`config.mk`:
```
export PLATFORM = sky130hd
export DESIGN_NAME = pc_gen
export DESIGN_NICKNAME = d
export VERILOG_FILES = /design/src/rtl/pc_gen_pkg.sv /design/src/rtl/pc_gen.sv
export SDC_FILE = /design/constraint.sdc
export NUM_CORES = 1
export LEC_CHECK = 0
export BUFFER_PORTS_ARGS = -buffer_cell sky130_fd_sc_hd__buf_4
export CORE_UTILIZATION = 35
export DETAILED_ROUTE_END_ITERATION = 16
export GPL_TIMING_DRIVEN = 0
export SLEW_MARGIN = 10
export SYNTH_ARGS = -nofsm -noshare
export SYNTH_HDL_FRONTEND = slang
export SYNTH_SLANG_ARGS = --single-unit
```
`constraint.sdc`:
```
create_clock -name clk -period 2.25 [get_ports clk]
set_input_delay 0.1125 -clock clk [delete_from_list [all_inputs] [get_ports clk]]
set_output_delay 0.1125 -clock clk [all_outputs]
set_load 0.02 [all_outputs]
```
`src/rtl/pc_gen_pkg.sv`:
```
// pc_gen_pkg: shared fetch-path defines and default PC generator constants.
package pc_gen_pkg;
    localparam logic ChipEnable  = 1'b1;
    localparam logic ChipDisable = 1'b0;
    localparam logic Branch      = 1'b1;
    localparam logic NotBranch   = 1'b0;
    localparam logic RstEnable   = 1'b1;
    localparam int   InstAddrBus = 32;
    localparam logic [InstAddrBus-1:0] ZeroWord = '0;
    localparam int   DEF_ADDR_W = InstAddrBus;
    localparam logic [InstAddrBus-1:0] DEF_RESET_VECTOR = ZeroWord;
endpackage

```
`src/rtl/pc_gen.sv`:
```
// pc_gen: IF-stage fetch PC with reset vector, stall, flush and a one-deep buffered branch.
module pc_gen
    import pc_gen_pkg::*;
#(
    parameter int ADDR_W = DEF_ADDR_W,
    parameter int INST_BYTES = 4,
    parameter logic [ADDR_W-1:0] RESET_VECTOR = ADDR_W'(DEF_RESET_VECTOR)
) (
    input  logic              clk,
    input  logic              rst,
    input  logic              stall_i,
    input  logic              flush_i,
    input  logic [ADDR_W-1:0] flush_pc_i,
    input  logic              branch_flag_i,
    input  logic [ADDR_W-1:0] branch_target_addr_i,
    output logic [ADDR_W-1:0] pc,
    output logic              ce,
    output logic              redirect_pending_o,
    output logic              misalign_o
);
    localparam logic [ADDR_W-1:0] ALIGN_MASK = ADDR_W'(INST_BYTES - 1);
    localparam logic [ADDR_W-1:0] STEP = ADDR_W'(INST_BYTES);

    logic [ADDR_W-1:0] pc_q, pc_d, pend_a_q, pend_a_d;
    logic              ce_q, pend_v_q, pend_v_d;

    always_comb begin
        pc_d = pc_q;
        pend_v_d = pend_v_q;
        pend_a_d = pend_a_q;
        if (ce_q == ChipDisable) begin
            pc_d = RESET_VECTOR;
            pend_v_d = 1'b0;
        end else if (flush_i) begin
            pc_d = flush_pc_i;
            pend_v_d = 1'b0;
        end else if (stall_i) begin
            // a later branch in the same stall overwrites the buffered one
            if (branch_flag_i == Branch) begin
                pend_v_d = 1'b1;
                pend_a_d = branch_target_addr_i;
            end
        end else if (branch_flag_i != NotBranch) begin
            pc_d = branch_target_addr_i;
            pend_v_d = 1'b0;
        end else if (pend_v_q) begin
            pc_d = pend_a_q;
            pend_v_d = 1'b0;
        end else begin
            pc_d = pc_q + STEP;
        end
    end

    always_ff @(posedge clk) begin
        if (rst == RstEnable) begin
            ce_q <= ChipDisable;
            pc_q <= RESET_VECTOR;
            pend_v_q <= 1'b0;
            pend_a_q <= ADDR_W'(ZeroWord);
        end else begin
            ce_q <= ChipEnable;
            pc_q <= pc_d;
            pend_v_q <= pend_v_d;
            pend_a_q <= pend_a_d;
        end
    end

    assign pc = pc_q;
    assign ce = ce_q;
    assign redirect_pending_o = pend_v_q;
    assign misalign_o = |(pc_q & ALIGN_MASK);
endmodule

```
==> summary.md <==
| Metric | Value |
|---|---|
| Synth Instances | 526 |
| CP max stage delay | 0.56 ns |
| Clock network power share | 0.364 |
| Startpoint Class | flip-flop |
| PortBufs | 101 |
| Setup TNS | 0 ns |
| Tmin final | 2.17 ns |
| Footprint of the multi-input gates | 2310 um2 |
| Worst rel slew slack | 0.488 |
| Seq/Total Area, Yosys | 0.342 |
| Post-synth top area share | 0.342 |
| Worst Path Max Fanout | 10 |
| Die X | 107 um |
| Final setup viols | 0 |
| Routed Antenna Nets | 0 |
| Power Density | 549 nW/um2 |
| Initial antenna violation count | 0 |
| Total power | 2.79 mW |
| Clk_skew | 0.0126 ns |
| Post-synthesis net count | just under 600 |
| Psw | slightly above 0.8 mW |
| Leading area contributor after synthesis | dfxtp_1 |
| WHS | 0.00314 ns |
| Residual DRC count | 0 |
| Antenna cell count | 0 |
| FF+latch count, synth | 66 |
| YS warnings | 0 |
| Final hold vios | 0 |
| Fin nets | a little over 700 |
| Post-CTS setup buffers | 0 |
| Post-DP HPWL | 10,800 um |
| Wirelength per Cell | about 19 um |
| Std-Cell Rows | 38 |
| R2R setup slack | approximately 0.084 ns |
| First-pass GRT wire length | about 23,000 um |
| Ys flop type | dfxtp_1 |
| # clock sinks | 66 |
| DR vias | 4,498 |
| Placed inst area | 4800 um2 |
| Root Buffer | clkbuf_8 |
| Worst-path clk slew | 0.07 ns |
| Core area | 10,800 um2 |
| Total track usage | 0.263 |
| Period Utilization, post-route | 0.963 |
| Run status | finished, final reports clean |
| Crit. End Element | flip-flop |
| Syn Area/Cell | around 7.4 um2 |
| Asr flop ratio synth | 0 |
| Setup CP Type | reg2reg |
| I/O pins | 104 |
| CP required | ~2.5 ns |
| First-pass DRT Iterations | 5 |
| Crit path cell chain | nand4_4, or4_1, buf_2, o31a_2, nor3_2, o22ai_1 |
| Number of buffers created by CTS | 9 |
| CP max-delay cell | or4_1 |
| Core Util, Final | 0.472 |
| Starting Density | 0.358 |
| Die Area | 11,500 um2 |
| Cell area after synthesis | 3870 um2 |
| Max H-tree Level | 3 |
| Synth area leaders | dfxtp_1 (34%), nand2_1 (10%), a21oi_1 (7.9%) |
| Cell variety after synth | 63 |
| Fill cell count | 1,100 |
| Static Leak | about 1.8 nW |
| Post-Route WL | ~15,000 um |
| Finished Cell Area | 5090 um2 |
| Via density | 5.71 |
| Combinational Power Share | 0.183 |
| Reg area | 1330 um2 |
| VDD IR max | 0.263 mV |
| Share of cells above drive strength 1 | 0.222 |
| Worst EP arrival | approximately 2.4 ns |
| Worst-Skew Late Latency | 0.36 ns |
| Pin count of the biggest net entering global routing | 11 |
| Hold Crit Class | in2reg |
| Tightest Pin Transition | 0.769 ns |
| CTS max path bufs | 2 |
| Max Fclk | 462 MHz |
| Max cap viols | 0 |
| DRT iter0 DRCs | 312 |
| Vert. Die Dim | 107 um |
| Number of enable flip-flop cells after synthesis | 0 |
| Slew Viols, Final | 0 |
| Vias in the first global route | 4,209 |
| Global route total overflow | 0 |
| CTS tree | built |
| Routability cong. | 0.900 |
| Area Growth Syn to Fin | 31.6% |
| Pint | 1.97 mW |
| Sequential power share | 0.453 |
| Sw Ratio | 0.295 |
## placed cells by master (no fill, tap or decap), drive strengths merged, types with 5 or more instances in the layout
| master | Yosys | final |
|---|---|---|
| a21oi | 61 | 61 |
| xnor2 | 5 | 5 |
| or4 | 5 | 5 |
| nor3 | 11 | 11 |
| o21ai | 32 | 32 |
| nor4 | 12 | 12 |
| buf | 8 | 109 |
| nor2 | 30 | 30 |
| dfxtp | 66 | 66 |
| or2 | 6 | 6 |
| a221oi | 8 | 8 |
| nand3b | 5 | 5 |
| clkbuf | 36 | 47 |
| a22oi | 5 | 5 |
| a31oi | 7 | 7 |
| nand3 | 19 | 19 |
| nand2b | 5 | 5 |
| inv | 14 | 14 |
| o211ai | 6 | 6 |
| a221o | 5 | 5 |
| nand2 | 104 | 104 |
| dlygate4sd3 | 0 | 7 |
## per-stage QoR
stage,cells,setup WS [ns]
2_1_floorplan,526,0.111
3_3_place_gp,767,-0.109
3_5_place_dp,767,-0.182
4_1_cts,788,0.0118
5_1_grt,788,-0.00164
6_report,788,0.0835
## final timing paths
path	startpoint	end	cells after the start
worst min-delay path	flush_pc_i[5]	pc[5]	3
worst max register to register	pc[4]	pc[28]	6
worst max-delay path	pc[4]	pc[28]	6
worst min register to register	pend_a_q[29]	pend_a_q[29]	2
## what timing repair did
item | in CTS | in global routing
gates resized for setup | 5 | 4
endpoints found under the setup margin | 10 | 7
hold buffers | 7 | 0
endpoints found under the hold margin | 7 | 0
## final cells by class
class	instances	share of cell area
multi-input cells	402	0.454
flip-flops and latches	66	0.261
well taps	140	0.0344
clock inverters	3	0.00786
plain buffers	43	0.0408
repair buffers	108	0.163
clock buffers	12	0.0285
inverters	14	0.0103
## worst max-delay path, delay by kind of cell (launching register included)
kind	cells	cell delay (ns)
flops	1	0.49
compound gates	2	0.38
simple gates	3	0.96
buf+inv	1	0.20
## synth_stat cells (3+ instances only)
library cell	number
o211ai_1	6
mux2i_1	4
a21oi_1	61
nand3_1	18
a22o_1	3
o22ai_1	3
a32o_1	3
nor3_1	11
o221ai_1	4
a22oi_1	5
buf_6	3
and3_1	3
buf_1	3
dfxtp_1	66
inv_1	14
nand4_1	3
nor2b_1	4
a31oi_1	7
o21ai_0	31
nor4_1	11
a221oi_1	8
nand2_1	104
a211oi_1	3
clkbuf_1	34
a221o_1	5
o31ai_1	4
a2bb2oi_1	4
nand2b_1	5
o21a_1	4
nor2_1	30
nand3b_1	5
or4_1	5
or2_2	6
xnor2_1	5
## layer usage
metal  track usage  vias up  share of wire
met2         0.419      218           0.46
met3        0.0280       33          0.078
met5             0        -              0
li1              -     2153              -
met1         0.358     2094           0.44
met4         0.114        0          0.029
## state kept, by name, indices dropped and copies added (netlist names)
| name | count |
|---|---|
| ce | 1 |
| pend_a_q | 32 |
| pc | 32 |
| redirect_pending_o | 1 |
## cells by family after synthesis
| family | share of synthesized area |
|---|---|
| and+or+nand+nor | 0.261 |
| muxes | 0.0162 |
| xor gates and xnor gates | 0.0136 |
| DFF | 0.342 |
| AOI/OAI and AO/OA | 0.296 |
| adders and majority gates | 0.00323 |
| buffers and inverters | 0.0679 |
## power by group through the flow
stage	clock network [mW]	registers [mW]	logic, mW
finish	1.02	1.27	0.510
global route	1.07	1.27	0.551
floorplan	0	1.31	0.223
global placement	0	1.29	0.487
CTS	1.02	1.26	0.506
detailed placement	0	1.29	0.495
Power figures use the tool's default switching activity.
